### src/rtl/decode_ctrl_if.sv
// Memory bus between the decode/sequencing controller and the shared instruction/data memory.
// The controller is the master: it requests accesses, and memory returns read data and a ready strobe.
interface decode_ctrl_if;
  logic        mem_en;
  logic        mem_we;
  logic [15:0] mem_addr;
  logic [15:0] instr;
  logic        mem_ready;

  modport master (
    output mem_en,
    output mem_we,
    output mem_addr,
    input  instr,
    input  mem_ready
  );

  modport slave (
    input  mem_en,
    input  mem_we,
    input  mem_addr,
    output instr,
    output mem_ready
  );
endinterface

### src/rtl/decode_ctrl.sv
// Instruction decode and sequencing controller for a 16-bit single-bus datapath.
// Only pc, the instruction register, the state and the illegal flag are registered; every control output is combinational.
//
// state   | meaning
// --------+---------------------------------------------------------------
// S_FETCH | read instr at pc; wait for mem_ready, then latch it into ir
// S_EXEC  | run ALU/jump/branch in one cycle, or hand LOAD/STOR to S_MEM
// S_MEM   | data access at dSrc; wait for mem_ready, then advance pc
// S_HALT  | an undefined instruction was seen; idle until rst

`ifndef ALUOP_DEFINES
`define ALUOP_DEFINES
`define ALUOp_NOP 5'd0
`define ALUOp_AND 5'd1
`define ALUOp_OR  5'd2
`define ALUOp_XOR 5'd3
`define ALUOp_ADD 5'd5
`define ALUOp_SUB 5'd9
`define ALUOp_CMP 5'd11
`define ALUOp_MOV 5'd13
`define ALUOp_LUI 5'd15
`define ALUOp_SLL 5'd16
`define ALUOp_SRA 5'd17
`endif

module decode_ctrl (
  input  logic          clk,
  input  logic          rst,
  decode_ctrl_if.master bus,
  input  logic [4:0]    psr,
  input  logic [15:0]   dSrc,
  output logic [15:0]   pc,
  output logic [15:0]   pc1,
  output logic          write,
  output logic          IMM_MUX,
  output logic [1:0]    WB_MUX,
  output logic [3:0]    rSrc,
  output logic [3:0]    rDst,
  output logic [4:0]    aluOp,
  output logic [15:0]   imm,
  output logic          illegal
);

  typedef enum logic [1:0] {
    S_FETCH = 2'd0,
    S_EXEC  = 2'd1,
    S_MEM   = 2'd2,
    S_HALT  = 2'd3
  } state_t;

  typedef enum logic [2:0] {
    C_ALU   = 3'd0,
    C_LOAD  = 3'd1,
    C_STOR  = 3'd2,
    C_JAL   = 3'd3,
    C_JCOND = 3'd4,
    C_BCOND = 3'd5,
    C_ILL   = 3'd6
  } cls_t;

  localparam logic [1:0] WB_ALU = 2'b10;
  localparam logic [1:0] WB_MEM = 2'b11;
  localparam logic [1:0] WB_PC1 = 2'b01;

  state_t      state, state_nxt;
  logic [15:0] ir;
  logic [15:0] pc_nxt;
  logic        ill_nxt;

  logic [3:0]  op, ext, cond;
  logic [15:0] imm_sext8, imm_zext8, imm_zext4;

  cls_t        cls;
  logic [4:0]  dec_alu;
  logic [15:0] dec_imm;
  logic        dec_imm_mux;
  logic        dec_wr;
  logic        taken;

  logic        mem_en_c, mem_we_c;
  logic [15:0] mem_addr_c;

  logic        flag_z, flag_l;
  wire         unused_psr = ^{psr[4], psr[2], psr[0]};

  assign op     = ir[15:12];
  assign ext    = ir[7:4];
  assign cond   = ir[11:8];
  assign flag_z = psr[3];
  assign flag_l = psr[1];

  assign imm_sext8 = {{8{ir[7]}}, ir[7:0]};
  assign imm_zext8 = {8'h00, ir[7:0]};
  assign imm_zext4 = {12'h000, ir[3:0]};

  assign pc1 = pc + 16'd1;

  function automatic logic [4:0] alu_code(input logic [3:0] c);
    logic [4:0] r;
    case (c)
      4'h1:    r = `ALUOp_AND;
      4'h2:    r = `ALUOp_OR;
      4'h3:    r = `ALUOp_XOR;
      4'h5:    r = `ALUOp_ADD;
      4'h9:    r = `ALUOp_SUB;
      4'hB:    r = `ALUOp_CMP;
      4'hD:    r = `ALUOp_MOV;
      4'hF:    r = `ALUOp_LUI;
      default: r = `ALUOp_NOP;
    endcase
    return r;
  endfunction

  // Undefined condition codes fall through as never taken rather than illegal.
  always_comb begin
    taken = 1'b0;
    case (cond)
      4'h0:    taken = flag_z;
      4'h1:    taken = !flag_z;
      4'hC:    taken = flag_l;
      4'hD:    taken = !flag_l;
      4'hE:    taken = 1'b1;
      default: taken = 1'b0;
    endcase
  end

  always_comb begin
    cls         = C_ILL;
    dec_alu     = `ALUOp_NOP;
    dec_imm     = 16'h0000;
    dec_imm_mux = 1'b0;
    dec_wr      = 1'b0;
    case (op)
      4'h0: begin
        case (ext)
          4'h1, 4'h2, 4'h3, 4'h5, 4'h9, 4'hB, 4'hD: begin
            cls     = C_ALU;
            dec_alu = alu_code(ext);
            dec_wr  = (ext != 4'hB);
          end
          default: cls = C_ILL;
        endcase
      end
      4'h1, 4'h2, 4'h3, 4'hD, 4'hF: begin
        cls         = C_ALU;
        dec_alu     = alu_code(op);
        dec_imm     = imm_zext8;
        dec_imm_mux = 1'b1;
        dec_wr      = 1'b1;
      end
      4'h5, 4'h9, 4'hB: begin
        cls         = C_ALU;
        dec_alu     = alu_code(op);
        dec_imm     = imm_sext8;
        dec_imm_mux = 1'b1;
        dec_wr      = (op != 4'hB);
      end
      4'h4: begin
        case (ext)
          4'h0:    cls = C_LOAD;
          4'h4:    cls = C_STOR;
          4'h8:    cls = C_JAL;
          4'hC:    cls = C_JCOND;
          default: cls = C_ILL;
        endcase
      end
      4'h8: begin
        case (ext)
          4'h0, 4'h1: begin
            cls         = C_ALU;
            dec_alu     = (ext == 4'h0) ? `ALUOp_SLL : `ALUOp_SRA;
            dec_imm     = imm_zext4;
            dec_imm_mux = 1'b1;
            dec_wr      = 1'b1;
          end
          default: cls = C_ILL;
        endcase
      end
      4'hC: begin
        cls     = C_BCOND;
        dec_imm = imm_sext8;
      end
      default: cls = C_ILL;
    endcase
  end

  always_ff @(posedge clk) begin
    if (rst) begin
      state   <= S_FETCH;
      pc      <= 16'h0000;
      ir      <= 16'h0000;
      illegal <= 1'b0;
    end else begin
      state   <= state_nxt;
      pc      <= pc_nxt;
      illegal <= ill_nxt;
      if (state == S_FETCH && bus.mem_ready)
        ir <= bus.instr;
    end
  end

  always_comb begin
    state_nxt  = state;
    pc_nxt     = pc;
    ill_nxt    = illegal;
    mem_en_c   = 1'b0;
    mem_we_c   = 1'b0;
    mem_addr_c = pc;
    write      = 1'b0;
    WB_MUX     = WB_ALU;
    IMM_MUX    = dec_imm_mux;
    rSrc       = ir[3:0];
    rDst       = ir[11:8];
    aluOp      = dec_alu;
    imm        = dec_imm;

    case (state)
      S_FETCH: begin
        mem_en_c = 1'b1;
        if (bus.mem_ready)
          state_nxt = S_EXEC;
      end
      S_EXEC: begin
        case (cls)
          C_ALU: begin
            write     = dec_wr;
            pc_nxt    = pc1;
            state_nxt = S_FETCH;
          end
          C_LOAD, C_STOR: state_nxt = S_MEM;
          C_JAL: begin
            write     = 1'b1;
            WB_MUX    = WB_PC1;
            pc_nxt    = dSrc;
            state_nxt = S_FETCH;
          end
          C_JCOND: begin
            pc_nxt    = taken ? dSrc : pc1;
            state_nxt = S_FETCH;
          end
          C_BCOND: begin
            pc_nxt    = taken ? (pc + dec_imm) : pc1;
            state_nxt = S_FETCH;
          end
          default: begin
            ill_nxt   = 1'b1;
            state_nxt = S_HALT;
          end
        endcase
      end
      S_MEM: begin
        mem_en_c   = 1'b1;
        mem_addr_c = dSrc;
        mem_we_c   = (cls == C_STOR);
        if (bus.mem_ready) begin
          if (cls == C_LOAD) begin
            write  = 1'b1;
            WB_MUX = WB_MEM;
          end
          pc_nxt    = pc1;
          state_nxt = S_FETCH;
        end
      end
      default: state_nxt = S_HALT;
    endcase

    // Reset overrides combinationally so a stalled store drops mem_we in the reset cycle itself.
    if (rst) begin
      mem_en_c = 1'b0;
      mem_we_c = 1'b0;
      write    = 1'b0;
      IMM_MUX  = 1'b0;
      WB_MUX   = WB_ALU;
      rSrc     = 4'h0;
      rDst     = 4'h0;
      aluOp    = `ALUOp_NOP;
      imm      = 16'h0000;
    end
  end

  assign bus.mem_en   = mem_en_c;
  assign bus.mem_we   = mem_we_c;
  assign bus.mem_addr = mem_addr_c;

endmodule

### src/flat_wrapper.sv
// flat-port wrapper written by rule: the top's interface ports become plain ports
module decode_ctrl_flat 
  (clk, rst, psr, dSrc, pc, pc1, write, IMM_MUX, WB_MUX, rSrc, rDst, aluOp, imm, illegal, bus_mem_en, bus_mem_we, bus_mem_addr, bus_instr, bus_mem_ready);
  decode_ctrl_if bus_i ();
  input  logic clk;
  input  logic rst;
  input  logic [4:0] psr;
  input  logic [15:0] dSrc;
  output logic [15:0] pc;
  output logic [15:0] pc1;
  output logic write;
  output logic IMM_MUX;
  output logic [1:0] WB_MUX;
  output logic [3:0] rSrc;
  output logic [3:0] rDst;
  output logic [4:0] aluOp;
  output logic [15:0] imm;
  output logic illegal;
  output wire logic [$bits(bus_i.mem_en)-1:0] bus_mem_en;
  output wire logic [$bits(bus_i.mem_we)-1:0] bus_mem_we;
  output wire logic [$bits(bus_i.mem_addr)-1:0] bus_mem_addr;
  input wire logic [$bits(bus_i.instr)-1:0] bus_instr;
  input wire logic [$bits(bus_i.mem_ready)-1:0] bus_mem_ready;
  assign bus_mem_en = bus_i.mem_en;
  assign bus_mem_we = bus_i.mem_we;
  assign bus_mem_addr = bus_i.mem_addr;
  assign bus_i.instr = bus_instr;
  assign bus_i.mem_ready = bus_mem_ready;
  decode_ctrl u_core (.clk(clk), .rst(rst), .bus(bus_i), .psr(psr), .dSrc(dSrc), .pc(pc), .pc1(pc1), .write(write), .IMM_MUX(IMM_MUX), .WB_MUX(WB_MUX), .rSrc(rSrc), .rDst(rDst), .aluOp(aluOp), .imm(imm), .illegal(illegal));
endmodule
### config.mk
export PLATFORM = sky130hd
export DESIGN_NAME = decode_ctrl_flat
export DESIGN_NICKNAME = d
export VERILOG_FILES = /design/src/rtl/decode_ctrl_if.sv /design/src/rtl/decode_ctrl.sv /design/src/flat_wrapper.sv
export SDC_FILE = /design/constraint.sdc
export NUM_CORES = 1
export LEC_CHECK = 0
export ABC_AREA = 1
export CORE_ASPECT_RATIO = 0.6
export CORE_MARGIN = 8
export CORE_UTILIZATION = 30
export CTS_CLUSTER_DIAMETER = 50
export DETAILED_ROUTE_END_ITERATION = 10
export GPL_TIMING_DRIVEN = 0
export PLACE_DENSITY = 0.59
export REMOVE_ABC_BUFFERS = 1
export SLEW_MARGIN = 0
export SYNTH_ARGS = -nofsm -noshare
export SYNTH_HDL_FRONTEND = slang
export SYNTH_SLANG_ARGS = --single-unit
### constraint.sdc
create_clock -name clk -period 5.5 [get_ports clk]
set_clock_uncertainty 0.2 [all_clocks]
set_input_delay 1.1 -clock clk [delete_from_list [all_inputs] [get_ports clk]]
set_output_delay 1.1 -clock clk [all_outputs]
set_load 0.005 [all_outputs]
Yosys cells after proc, flatten, opt, wreduce, memory -nomap -nowiden. Memory sizes are Yosys's and may differ from the RTL's. A register that Yosys moved wholly into a read port is not among the register bits. Index checks and enable logic that the tools add are counted.

Bits in registers: 35. Latch bits: 0. Bits in writable memories: 0. Bits in read-only memories: 192. Bits of input ports: 40. Output and inout bits: 84. Logic and storage cells: 119. Memories kept: 3.

Add/subtract/negate cells: 2. Multiply operators: 0. Div/mod/pow operators: 0. Magnitude comparators: 0. Equality and inequality tests: 37. Shift-type cells: 0. Muxes and demuxes: 50. Bitwise operators: 1. Reduce and logical (&&, ||, !) cells: 22.

Memories: (name not given) (depth 16, bits a word 4, rd ports 1, clocked after memory_dff 1, write ports 0, line decode_ctrl.sv:100) `case (c)`; (name not given) (depth 16, bits a word 4, rd ports 1, clocked after memory_dff 1, write ports 0, line decode_ctrl.sv:100); (name not given) (depth 16, bits a word 4, rd ports 1, clocked after memory_dff 1, write ports 0, line decode_ctrl.sv:100).

Operators by type and width (number): 16-bit two-way mux (5); 16-bit case mux with 4 select lines (1); 4-bit equality test, second input constant (14); 16-bit case mux with 3 select lines (1); 4-bit two-way mux (9); 16-bit case mux with 2 select lines (1); 5-bit case mux with 4 select lines (1); 16-bit by 1-bit adder with 16-bit output, second input constant (1); 16-bit adder (1); 4-bit by 2-bit equality test with 1-bit output, second input constant (4); 4-bit by 3-bit equality test with 1-bit output, second input constant (4); 5-bit two-way mux (3); 3-bit case mux with 5 select lines (1); 4-bit by 1-bit equality test with 1-bit output, second input constant (3); 4-bit zero test (3); 1-bit two-way mux (12); 3-bit case mux with 4 select lines (1); 2-bit two-way mux (5); 4-bit != test, second input constant (2); 2-bit case mux with 2 select lines (2); 4-bit OR reduction (2); 8-bit OR reduction (1); 7-bit OR reduction (1); 3-bit by 2-bit equality test with 1-bit output, second input constant (2); other kinds (23) (32).

Logic depth before layout (Yosys ltp).
Depth after elaboration: 9. Mapped depth: 24. Gate-level depth less buffers: 24.

Least setup slack after synthesis. Ideal clock, no wire load.

Kind: input -> output. Start: input port rst. End: output port imm[10]. Arrival: 2260 ps. Data required time: 4200 ps. Setup slack: 1940 ps. Stages on the path: 5. Path buffers: 4. Path through: clkbuf_1 -> clkbuf_1 -> buf_1 -> nor2_1 -> buf_4.

Longest elaborated chain between the ends: 1.

Ends and longest elaborated chain: start: declaration (line flat_wrapper.sv:6) `input logic rst;`; 16-bit two-way mux (line decode_ctrl.sv:268) `if (rst) begin`; end: declaration (line flat_wrapper.sv:17) `output logic [15:0] imm;`.

No other way between the ends.

Worst setup path in the final report.
Start: input port rst. End: output port WB_MUX[1].

Longest elaborated chain between the ends: 1.

Ends and longest elaborated chain: 2-bit two-way mux (line decode_ctrl.sv:268); end: declaration (line flat_wrapper.sv:13) `output logic [1:0] WB_MUX;`.

No other way between the ends.

==> flow_metrics.tcl <==
set metrics [dict create \
    yosysTopAreaCellShare 0.202 \
    num-nets-final 880 \
    die_area_mm2 0.0184 \
    core_area_mm2 0.0137 \
    synth_ff_type "dfxtp_1" \
    postRouteAntennaNets 0 \
    fillers 1549 \
    crit_type "in2out" \
    via_count 4969 \
    critPathLaunch "rst" \
    die_w_um 170 \
    slowest_stage "buf_2" \
    muxShareOfSynthArea 0 \
    area_growth_pct 33.5 \
    synth_top_family_by_area "simple AND/OR/NAND/NOR gates" \
    power_mw 2.79 \
    synth_compound_area_frac 0.201 \
    rsz0062_at_grt "false" \
    crit_cells 4 \
    ctsResizeCount 0 \
    yosysUniqueCellTypes 48 \
    hold_class "reg2reg" \
    maxCapViolCount 0 \
    seqCellArea_um2 861 \
    ir_worst_vdd_v 0.000206 \
    setup_viol 0 \
    post-route-period-util 0.825 \
    fin_ws_ps 965 \
    fin_tns_setup_ps 0 \
    grt_first_pass_wirelength_mm 25.7 \
    track_usage 0.176 \
    yosysMostFrequentCell "nand2_1" \
    syn_area_mm2 0.00426 \
    dpl.hpwl_mm 12.8 \
    seq_area_frac_synth 0.202 \
    finalHoldViolations 0 \
    viasPerCell 4.89 \
    synth_xor_area_frac 0.0305 \
    crit_path_end "WB_MUX[1]" \
    leakage_nw 2.40 \
    wl_per_cell_um 16.2 \
    numPortBuffers 120 \
    synth_seq_cells 43 \
    powerDensity_mw_per_mm2 491 \
    cts_tree "built" \
    cts_hold_buf 0 \
    grt_max_degree 45 \
    placementRows 33 \
    grt_antenna_before_repair 0 \
    insertion_delay_ps 290 \
    clk_pin_slew_ps 70 \
    status "finished clean" \
    ff2ff_path_depth 21 \
    yosys.area_share.simple 0.382 \
    startpoint_type "primary input" \
    final_area_mm2 0.00569 \
    synth_cells 723 \
    crit_fanout 44 \
    synth.area.top_cells "dfxtp_1, nand2_1, inv_1" \
    clockBufferDepth 2 \
    die_h_um 108 \
    arrival_ps 3240 \
    cpPeakStageDelay_ps 670 \
    cts_setup_buffers 0 \
    synth_edf_count 0 \
    ioPinCount 124 \
    grt_pass1_vias 4652 \
    wl_mm 16.4 \
    drive_gt1_frac 0.0680 \
    globalplace.congestion 0.881 \
    synth_commonest_cells "nand2_1, inv_1, nor2_1, a21oi_1, o21ai_0" \
    overflow 0 \
    cts_root_buffer "clkbuf_16" \
    cts_made_buffers 5 \
    finalCriticalPeriod_ps 4540 \
    path_cells "buf_2, inv_1, nand4_1, clkdlybuf4s50_1" \
    ys_warn_count 0 \
    reg2reg_from "u_core.ir[14]" \
    endpoint_kind "output port" \
    drv_slew 0 \
    max_slew_margin 0.272 \
    synth_fa_ha_area_frac 0.0517 \
    crit_buf_inv 3 \
    worstPathRequired_ps 4200 \
    path_delay_family "buffers and inverters" \
    reg2reg_slack_ps 1930 \
    start_util 0.310 \
    yosys.area.top_type "dfxtp_1" \
    multiInputGateArea_mm2 0.00284 \
    drt_pre_antenna_iters 5 \
    dr.first_iter.drc_count 431 \
    clock_sinks 43 \
    pre_cts_ws_ps 963 \
    diodes 0 \
    fmax_mhz 220 \
    worst_pin_slew_ps 1090 \
    drc 0 \
    htreeDepth 2 \
    place_area_mm2 0.00554 \
    avgSynthCellArea_um2 5.89 \
    timing.rr.end "u_core.pc[10]" \
    async_reset_ff_frac 0 \
]
-- power breakdown --
group	switching, mW	internal (mW)	leakage, nW
Clock	0.138	0.168	0.0658
Combinational	1.16	0.766	1.98
Sequential	0.153	0.411	0.353
Total	1.45	1.34	2.40
-- stage by stage --
step | utilization | instances | hold WS [ps]
CTS | 0.414 | 1016 | 266
finish | 0.414 | 1016 | 266
global placement | 0.403 | 1008 | 243
global route | 0.414 | 1016 | 302
floorplan | - | 696 | 241
detailed placement | 0.403 | 1008 | 249
-- tightest hold or removal path: cells and delay by family, from the launching register on --
kind | cells | cell delay [ps]
DFF | 1 | 310
buffers and inverters | 1 | 50
AOI/OAI and AO/OA | 1 | 50
-- kinds of logic (layout without fill, tap and decap cells) --
logic type	Yosys count	in the layout
compound gates	151	151
fa+ha+maj	17	17
buf+inv	135	236
simple gates	363	363
flops	43	43
xor+xnor	14	14
-- cell type report --
| cell class | count | area share |
|---|---|---|
| Inverter | 108 | 0.0717 |
| Timing Repair Buffer | 120 | 0.210 |
| Sequential cell | 43 | 0.151 |
| Clock buffer | 5 | 0.0220 |
| Clock inverter | 3 | 0.00352 |
| Tap cell | 192 | 0.0422 |
| Multi-Input combinational cell | 545 | 0.499 |
-- worst min path at each step --
| stage | from | to | slack [ps] | cells past startpoint |
|---|---|---|---|---|
| 2_1_floorplan | u_core.illegal | u_core.illegal | 240 | 2 |
| 4_1_cts | u_core.illegal | u_core.illegal | 270 | 2 |
| 3_5_place_dp | u_core.illegal | u_core.illegal | 250 | 2 |
| 6_report | u_core.illegal | u_core.illegal | 270 | 2 |
| 3_3_place_gp | u_core.illegal | u_core.illegal | 240 | 2 |
| 5_1_grt | u_core.illegal | u_core.illegal | 300 | 2 |
-- per-layer routing --
metal / share of wire / routed length (um) / global-route usage / vias to the layer above
met1: 0.51 / 8440 / 0.259 / 2236
met3: 0.10 / 1710 / 0.0684 / 8
met4: 0.0041 / 68 / 0.0251 / 0
met5: 0 / 0 / 0 / -
met2: 0.38 / 6220 / 0.237 / 199
li1: - / - / - / 2526
-- cell usage in the layout (no fill, tap or decap), drive strengths merged, types with 3 or more instances in the layout --
cell	instances
a22oi	3
nor2	94
nand4	8
o21bai	6
nand3	51
clkbuf	5
nor3	16
ha	16
a21oi	66
o21a	5
or2	3
inv	108
xor2	12
o21ai	58
dfxtp	43
clkdlybuf4s50	119
nand2	187
Power figures use the tool's default switching activity.
